[config.mk]
export PLATFORM = sky130hd
export DESIGN_NAME = ad_ip_jesd204_tpl_adc_pn_stats_flat
export DESIGN_NICKNAME = d
export VERILOG_FILES = /design/src/rtl/ad_ip_jesd204_tpl_adc_pn_stats_if.sv /design/src/rtl/ad_ip_jesd204_tpl_adc_pn_stats.sv /design/src/flat_wrapper.sv
export SDC_FILE = /design/constraint.sdc
export NUM_CORES = 1
export LEC_CHECK = 0
export ABC_AREA = 1
export CAP_MARGIN = 10
export CORE_MARGIN = 4
export CORE_UTILIZATION = 45
export CTS_BUF_LIST = sky130_fd_sc_hd__clkbuf_16
export DETAILED_ROUTE_END_ITERATION = 6
export GPL_TIMING_DRIVEN = 0
export PLACE_DENSITY_LB_ADDON = 0.12
export RECOVER_POWER = 25
export SYNTH_ARGS = -nofsm -noshare
export SYNTH_HDL_FRONTEND = slang
export SYNTH_SLANG_ARGS = --single-unit
[constraint.sdc]
create_clock -name clk -period 2.2 [get_ports clk]
set_input_delay 0.44 -clock clk [delete_from_list [all_inputs] [get_ports clk]]
set_output_delay 0.44 -clock clk [all_outputs]
set_load 0.01 [all_outputs]
[src/rtl/ad_ip_jesd204_tpl_adc_pn_stats_if.sv]
// up_* register bus between the ADC TPL host side and
// the PN statistics slave.
interface ad_ip_jesd204_tpl_adc_pn_stats_if;
  logic        up_wreq;
  logic [9:0]  up_waddr;
  logic [31:0] up_wdata;
  logic        up_wack;
  logic        up_rreq;
  logic [9:0]  up_raddr;
  logic [31:0] up_rdata;
  logic        up_rack;

  modport master (
    output up_wreq, up_waddr, up_wdata,
    output up_rreq, up_raddr,
    input  up_wack, up_rdata, up_rack
  );

  modport slave (
    input  up_wreq, up_waddr, up_wdata,
    input  up_rreq, up_raddr,
    output up_wack, up_rdata, up_rack
  );
endinterface

[src/rtl/ad_ip_jesd204_tpl_adc_pn_stats.sv]
// Per-channel PN error counters, sticky flags and
// maskable interrupt on the up_* register bus.
module ad_ip_jesd204_tpl_adc_pn_stats #(
  parameter int         NUM_CHANNELS  = 1,
  parameter int         COUNTER_WIDTH = 16,
  parameter logic [9:0] BASE_ADDR     = 10'h200
) (
  input  logic                    clk,
  input  logic                    reset,
  ad_ip_jesd204_tpl_adc_pn_stats_if.slave up,
  input  logic [NUM_CHANNELS-1:0] pn_err,
  input  logic [NUM_CHANNELS-1:0] pn_oos,
  input  logic [NUM_CHANNELS-1:0] enable,
  output logic                    irq
);

  localparam int NC = NUM_CHANNELS;
  localparam int CW = COUNTER_WIDTH;

  typedef logic [CW-1:0] cnt_t;

  logic          wreq_q, wreq_d;
  logic [5:0]    woff_q, woff_d;
  logic [31:0]   wdata_q, wdata_d;
  logic          rack_q, rack_d;
  logic [31:0]   rdata_q, rdata_d;
  logic          count_en_q, count_en_d;
  logic [NC-1:0] err_q, err_d;
  logic [NC-1:0] oos_q, oos_d;
  logic [NC-1:0] mask_q, mask_d;
  logic          irq_q, irq_d;
  cnt_t          live_q [NC];
  cnt_t          live_d [NC];
  cnt_t          snap_q [NC];
  cnt_t          snap_d [NC];

  logic          whit, rhit;
  logic [5:0]    roff;
  logic [31:0]   rd_val;
  logic          wr_ctl, snap_stb, clr_stb;
  logic [NC-1:0] w1c_err, w1c_oos;
  logic [NC-1:0] act_err, act_oos;
  logic          inc;
  cnt_t          base;
  logic          unused_wdata;

  assign whit = up.up_wreq &&
    (up.up_waddr[9:6] == BASE_ADDR[9:6]);
  assign rhit = up.up_rreq &&
    (up.up_raddr[9:6] == BASE_ADDR[9:6]);
  assign roff = up.up_raddr[5:0];

  assign act_err = pn_err & enable;
  assign act_oos = pn_oos & enable;

  assign unused_wdata = ^wdata_q;

  always_comb begin
    rd_val = '0;
    unique case (roff)
      6'h00: rd_val = {8'h01, 8'(CW), 8'h00, 8'(NC)};
      6'h01: rd_val = {31'd0, count_en_q};
      6'h02: rd_val = 32'(err_q);
      6'h03: rd_val = 32'(oos_q);
      6'h04: rd_val = 32'(mask_q);
      6'h05: rd_val = 32'(act_oos);
      default: begin
        for (int i = 0; i < NC; i++) begin
          if (roff == 6'(16 + i)) rd_val = 32'(snap_q[i]);
        end
      end
    endcase
  end

  always_comb begin
    wreq_d  = whit;
    woff_d  = up.up_waddr[5:0];
    wdata_d = up.up_wdata;
    rack_d  = rhit;
    rdata_d = rhit ? rd_val : '0;
  end

  // Writes and strobes act in the ack cycle
  always_comb begin
    wr_ctl   = wreq_q && (woff_q == 6'h01);
    snap_stb = wr_ctl && wdata_q[1];
    clr_stb  = wr_ctl && wdata_q[2];
    w1c_err  = '0;
    w1c_oos  = '0;
    if (wreq_q && woff_q == 6'h02) w1c_err = wdata_q[NC-1:0];
    if (wreq_q && woff_q == 6'h03) w1c_oos = wdata_q[NC-1:0];
    count_en_d = wr_ctl ? wdata_q[0] : count_en_q;
    mask_d = mask_q;
    if (wreq_q && woff_q == 6'h04) mask_d = wdata_q[NC-1:0];
    err_d = (err_q & ~w1c_err) | act_err;
    oos_d = (oos_q & ~w1c_oos) | act_oos;
    irq_d = |((err_q | oos_q) & ~mask_q);
  end

  // Snapshot restarts the live count but keeps this cycle's error
  always_comb begin
    inc  = 1'b0;
    base = '0;
    for (int i = 0; i < NC; i++) begin
      inc  = count_en_q & act_err[i];
      base = snap_stb ? '0 : live_q[i];
      live_d[i] = (inc && base != '1) ? base + cnt_t'(1) : base;
      snap_d[i] = snap_stb ? live_q[i] : snap_q[i];
      if (clr_stb) begin
        live_d[i] = '0;
        snap_d[i] = '0;
      end
    end
  end

  always_ff @(posedge clk) begin
    if (reset) begin
      wreq_q     <= 1'b0;
      woff_q     <= '0;
      wdata_q    <= '0;
      rack_q     <= 1'b0;
      rdata_q    <= '0;
      count_en_q <= 1'b0;
      err_q      <= '0;
      oos_q      <= '0;
      mask_q     <= '1;
      irq_q      <= 1'b0;
      for (int i = 0; i < NC; i++) begin
        live_q[i] <= '0;
        snap_q[i] <= '0;
      end
    end else begin
      wreq_q     <= wreq_d;
      woff_q     <= woff_d;
      wdata_q    <= wdata_d;
      rack_q     <= rack_d;
      rdata_q    <= rdata_d;
      count_en_q <= count_en_d;
      err_q      <= err_d;
      oos_q      <= oos_d;
      mask_q     <= mask_d;
      irq_q      <= irq_d;
      for (int i = 0; i < NC; i++) begin
        live_q[i] <= live_d[i];
        snap_q[i] <= snap_d[i];
      end
    end
  end

  assign up.up_wack  = wreq_q;
  assign up.up_rack  = rack_q;
  assign up.up_rdata = rdata_q;
  assign irq         = irq_q;

endmodule

[src/flat_wrapper.sv]
// flat-port wrapper written by rule: the top's interface ports become plain ports
module ad_ip_jesd204_tpl_adc_pn_stats_flat 
#(
  parameter int         NUM_CHANNELS  = 1,
  parameter int         COUNTER_WIDTH = 16,
  parameter logic [9:0] BASE_ADDR     = 10'h200
)
  (clk, reset, pn_err, pn_oos, enable, irq, up_up_wreq, up_up_waddr, up_up_wdata, up_up_rreq, up_up_raddr, up_up_wack, up_up_rdata, up_up_rack);
  ad_ip_jesd204_tpl_adc_pn_stats_if up_i ();
  input  logic clk;
  input  logic reset;
  input  logic [NUM_CHANNELS-1:0] pn_err;
  input  logic [NUM_CHANNELS-1:0] pn_oos;
  input  logic [NUM_CHANNELS-1:0] enable;
  output logic irq;
  input wire logic [$bits(up_i.up_wreq)-1:0] up_up_wreq;
  input wire logic [$bits(up_i.up_waddr)-1:0] up_up_waddr;
  input wire logic [$bits(up_i.up_wdata)-1:0] up_up_wdata;
  input wire logic [$bits(up_i.up_rreq)-1:0] up_up_rreq;
  input wire logic [$bits(up_i.up_raddr)-1:0] up_up_raddr;
  output wire logic [$bits(up_i.up_wack)-1:0] up_up_wack;
  output wire logic [$bits(up_i.up_rdata)-1:0] up_up_rdata;
  output wire logic [$bits(up_i.up_rack)-1:0] up_up_rack;
  assign up_i.up_wreq = up_up_wreq;
  assign up_i.up_waddr = up_up_waddr;
  assign up_i.up_wdata = up_up_wdata;
  assign up_i.up_rreq = up_up_rreq;
  assign up_i.up_raddr = up_up_raddr;
  assign up_up_wack = up_i.up_wack;
  assign up_up_rdata = up_i.up_rdata;
  assign up_up_rack = up_i.up_rack;
  ad_ip_jesd204_tpl_adc_pn_stats #(.NUM_CHANNELS(NUM_CHANNELS), .COUNTER_WIDTH(COUNTER_WIDTH), .BASE_ADDR(BASE_ADDR)) u_core (.clk(clk), .reset(reset), .up(up_i), .pn_err(pn_err), .pn_oos(pn_oos), .enable(enable), .irq(irq));
endmodule
* After elaboration in Yosys (flattened, before gate mapping)
Memory sizes are Yosys's and may differ from the RTL's.
Cells that the tools add are included.
** Storage, ports and cells
- Memory bits (writable) :: 32
- Output and inout port bits :: 35
- Memories :: 2
- Register bits after elaboration :: 48
- Logic and storage cells :: 68
- Bits of input ports :: 59
** Memories
- u_core.live_q :: depth 1, bits a word 16, rd ports 1, clocked after Yosys merged registers in 0, write ports 1, RTL line ad_ip_jesd204_tpl_adc_pn_stats.sv:32 : cnt_t live_q [NC];
- u_core.snap_q :: depth 1, bits a word 16, rd ports 1, clocked after Yosys merged registers in 0, write ports 1, RTL line ad_ip_jesd204_tpl_adc_pn_stats.sv:34 : cnt_t snap_q [NC];
** Operators by class
- $add $sub $neg :: 1
- Reductions and logical operators :: 13
- Multiplexer cells :: 16
- Equal/unequal tests :: 13
- Bitwise logic cells :: 13
** Operators by type and width (number)
- $pmux W32 S6 :: 1
- $mux W16 :: 8
- $reduce_or A16 Y1 :: 2
- $eq A6 B2 Y1 const B :: 4
- $eq A6 B3 Y1 const B :: 3
- $add A16 B1 Y16 const B :: 1
- $ne A16 B16 Y1 const B :: 1
- $eq A6 B1 Y1 const B :: 2
- $logic_and A1 B1 Y1 :: 9
- $eq A4 B4 Y1 const B :: 2
- $mux W1 :: 7
- $and A1 B1 Y1 :: 6
- $eq A6 B5 Y1 const B :: 1
- $logic_not A6 Y1 :: 1
- $not A1 Y1 :: 4
- $or A1 B1 Y1 :: 3
- $reduce_or A2 Y1 :: 1

* Longest topological paths before layout
- Depth after elaboration :: 9
- Mapped depth :: 13
- Gate-level depth less buffers :: 12

* Worst setup path before layout
OpenSTA, ideal clock, no wires.
- Path type :: reg2reg
- Start point :: register u_core.wreq_q (netlist: u_core.up.up_wack)
- End point :: memory u_core.live_q[0][13] in the netlist's numbering
- Stages on the path, launching flop included :: 13
- Setup slack :: 626 ps
- Library setup time :: 115 ps
- Period minus slack after synthesis :: 1574 ps
- Arrival time :: 1459 ps
- Buffers on the path :: 3
- Data required time :: 2085 ps
- Path through :: dfxtp_1 -> nand2_2 -> nor2_4 -> nand3_2 -> buf_12 -> buf_6 -> buf_6 -> nand4_1 -> nor2_1 -> nand3_1 -> nor2_1 -> a21oi_1 -> nor2_1
** Between the ends
- Word-level cells in the longest chain between the ends :: 8
- Elaborated cells on any way between the ends :: 10
- Those cells by class :: add/sub: 1; eq/ne: 1; mux: 4; reduce/logical: 4
** RTL lines
- from (decl) :: RTL line ad_ip_jesd204_tpl_adc_pn_stats.sv:22 : logic wreq_q, wreq_d;
- from (signal assigned) :: RTL line ad_ip_jesd204_tpl_adc_pn_stats.sv:133 : wreq_q <= wreq_d;
- $logic_and A1 B1 Y1 * :: RTL line ad_ip_jesd204_tpl_adc_pn_stats.sv:85 : wr_ctl = wreq_q && (woff_q == 6'h01);
- branches (longest 5 deep; another with $add A16 B1 Y16)
- $mux W16 * :: RTL line ad_ip_jesd204_tpl_adc_pn_stats.sv:109 : if (clr_stb) begin
- $mux W16 (no source line) *
- to (decl) :: RTL line ad_ip_jesd204_tpl_adc_pn_stats.sv:32
Every way passes the cells marked *.

* Final worst setup path
- Start point :: input port enable
- End point :: memory u_core.live_q[0][9] in the netlist's numbering
** Between the ends
- Word-level cells in the longest chain between the ends :: 6
** RTL lines
- from (decl) :: RTL line flat_wrapper.sv:14 : input logic [NUM_CHANNELS-1:0] enable;
- $and A1 B1 Y1 :: RTL line ad_ip_jesd204_tpl_adc_pn_stats.sv:53 : assign act_err = pn_err & enable;
- $and A1 B1 Y1 :: RTL line ad_ip_jesd204_tpl_adc_pn_stats.sv:105 : inc = count_en_q & act_err[i];
- $logic_and A1 B1 Y1 :: RTL line ad_ip_jesd204_tpl_adc_pn_stats.sv:107 : live_d[i] = (inc && base != '1) ? base + cnt_t'(1) : base;
- $mux W16 :: RTL line ad_ip_jesd204_tpl_adc_pn_stats.sv:107
- $mux W16 :: RTL line ad_ip_jesd204_tpl_adc_pn_stats.sv:109
- $mux W16 (no source line)
No other way between the ends.

==> results_dict.tcl <==
set metrics [dict create \
    slew_violations 0 \
    setup_viol 0 \
    fin_util_pct 60.45 \
    dieArea_um2 7892 \
    synth.avg_cell_area_um2 7.520 \
    syn2layout_area_growth_pct 30.55 \
    worstSetupPathType "in2reg" \
    crit_chain "clkdlybuf4s50_1 > nand3_1 > inv_1 > nand4_4 > nor2_2 > nand2_1 > nor2_1 > nand3_1 > nand2_1 > nor2_1" \
    dr.pass1.iters 4 \
    antenna_found_initial 0 \
    clockRootBuffer "clkbuf_16" \
    required_ns 2.42 \
    grt_usage_pct 17.13 \
    gp_congestion 0.8936 \
    dpl.hpwl_um 4784 \
    vias_per_cell 4.773 \
    rsz0062_at_grt "no" \
    overflow 0 \
    wl_um 6313 \
    cp_slowest_stage_delay_ns 0.50 \
    cts.sinks 65 \
    first_iter_violations 139 \
    peakVddDrop_mv 0.5523 \
    clk_latency_ns 0.32 \
    cts_resized 0 \
    avgRoutedWirePerCell_um 11.56 \
    start_util_pct 46.31 \
    place_area_um2 3576 \
    core-area_um2 6350 \
    layout_common_cells "65 x dfxtp_1, 56 x nand2_1, 52 x inv_1, 47 x nor2_1, 43 x clkdlybuf4s50_1" \
    grt_start_max_net_pins 13 \
    netlist_area_um2 2940 \
    ios 94 \
    fin_worst_skew_ns 0.008434 \
    syn_inst 391 \
    drc 0 \
    p_leak_nw 1.561 \
    worstPathMaxFanout 5 \
    layout_commonest_cell "dfxtp_1" \
    synth_area_leaders "dfxtp_1 44%, nand2_1 7.1%, inv_1 6.6%, nor2_1 5.7%, a21oi_1 5.6%" \
    post-route-min-period_ns 1.925 \
    grt_pass1_vias 2380 \
    synth_cell_types 33 \
    grt_pass1_wl_um 10460 \
    slew_headroom_pct 61.49 \
    cts_buffers 9 \
    seq_area_frac_synth_pct 44.26 \
    numPortBuffers 49 \
    holdCritPathClass "reg2reg" \
    final_area_um2 3839 \
    finalSetupTns_ns 0 \
    status "finished, final reports clean" \
    nets 523 \
    nFillCells 590 \
    diodes 0 \
    synth_top_area_share_pct 44.26 \
    h-tree-depth 3 \
    worst_slew_pin_slew_ns 0.5777 \
    hold_violations 0 \
    cts_tree "done" \
    cp.arrival_ns 2.14 \
    die_h_um 88.84 \
    cts_setup_buffers 0 \
    powerDensity_nw_per_um2 678.1 \
    crit_slowest_cell "clkdlybuf4s50_1" \
    crit_buf_inv 2 \
    ys_warn_count 0 \
    seq_area_um2 1301 \
    drv_cap 0 \
    synth-seq-cells 65 \
    cp-end-kind "flip-flop" \
    vias 2606 \
    yosysTopAreaCell "dfxtp_1" \
    holdBufCountCts 0 \
    fp.dieW_um 88.84 \
    ant_nets 0 \
    whs_ns 0.4470 \
    period_share_pct 87.48 \
    multiInputGateArea_um2 1260 \
    clockBufferDepth 2 \
    cp_top_family "simple AND/OR/NAND/NOR gates" \
    clk_pin_slew_ns 0.06 \
    fmax_mhz 519.6 \
    fp-row-count 29 \
    startpoint_type "input pin" \
    drive_above_1_share_pct 14.29 \
]
[metrics by stage]
stage          setup WS [ns]  power (mW)  instances
5_1_grt               0.1011       2.698        546
6_report              0.2754       2.603        546
3_3_place_gp        -0.02439       1.366        530
2_1_floorplan         0.6259       1.300        404
3_5_place_dp        -0.07101       1.368        530
4_1_cts               0.2772       2.631        546
[final timing paths]
path	cells past startpoint	endpoint	slack, ns	startpoint
max	10	u_core.live_q[0][9]$_SDFF_PP0_	0.28	enable
min	2	u_core.up.up_rdata[2]$_SDFF_PP0_	0.45	u_core.snap_q[0][2]$_SDFFE_PP0P_
max reg2reg	12	u_core.live_q[0][6]$_SDFF_PP0_	0.31	u_core.up.up_wack$_SDFF_PP0_
min reg2reg	2	u_core.up.up_rdata[2]$_SDFF_PP0_	0.45	u_core.snap_q[0][2]$_SDFFE_PP0P_
[cells in the mapped netlist]
cell type  count
or3_1          1
a21oi_1       33
conb_1         1
nor3_1        21
and2_1         1
clkbuf_1       9
o31ai_1        4
o22ai_1        1
buf_4         15
o2111ai_1      1
nand3_1       21
buf_2          3
inv_2          5
nand2_2        7
nand3_2        5
nor2_4         5
o21ai_0       18
nor2_1        45
buf_12         1
nand3_4        2
nor2_2         5
inv_1         52
nand4_2        1
o21bai_1       1
o211ai_1       1
buf_6          2
nand2_1       56
or3b_2         1
o21ai_1        2
nand4_4        1
dfxtp_1       65
nand4_1        4
nor4_1         1
[worst reg2reg max path, stage by stage (launching register included)]
cell and delay (ns):
dfxtp_1 0.36, nand2_2 0.06, nor2_1 0.25, nand3_2 0.16, buf_12 0.18, nand3_1 0.11
inv_1 0.08, nand2_2 0.09, nor2_1 0.06, nand2_2 0.15, nand2_1 0.11, o21ai_1 0.13
nor2_1 0.05
[power by group]
part	total, mW	internal, mW	switching [mW]
Sequential	1.20	1.19	0.00629
Clock	1.26	0.758	0.503
Combinational	0.146	0.0799	0.0660
[cell families after synthesis]
kind of cell | Yosys count | share of synthesized area, %
and+or+nand+nor | 177 | 30.34
buffers and inverters | 87 | 14.21
DFF | 65 | 44.26
AOI/OAI and AO/OA | 61 | 11.06
other | 1 | 0.1275
[state kept, by name, summed over array words and instances, names as in the netlist]
name and count:
u_core.count_en_q 1, u_core.err_q 1, u_core.irq 1, u_core.live_q 16, u_core.mask_q 1, u_core.oos_q 1
u_core.snap_q 16, u_core.up.up_rack 1, u_core.up.up_rdata 17, u_core.up.up_wack 1, u_core.wdata_q 3, u_core.woff_q 6
[per-layer routing]
layer  GRT usage [%]  share of wire (%)  vias to the layer above
met5               0                  0                        -
met4           7.280                2.0                        0
met3           4.283                5.6                        8
met2           28.07                 46                       73
met1           21.33                 46                     1151
li1                -                  -                     1374
[layout make-up]
| type | count | area share (%) |
|---|---|---|
| Clock inverter | 7 | 1.239 |
| Clock buffer | 9 | 5.867 |
| Sequential cell | 65 | 33.90 |
| Multi-Input combinational cell | 252 | 32.82 |
| Buffer | 30 | 5.313 |
| Timing Repair Buffer | 49 | 12.78 |
| Inverter | 57 | 5.574 |
| Tap cell | 77 | 2.510 |
No activity file was read; power rests on OpenSTA's default activity.
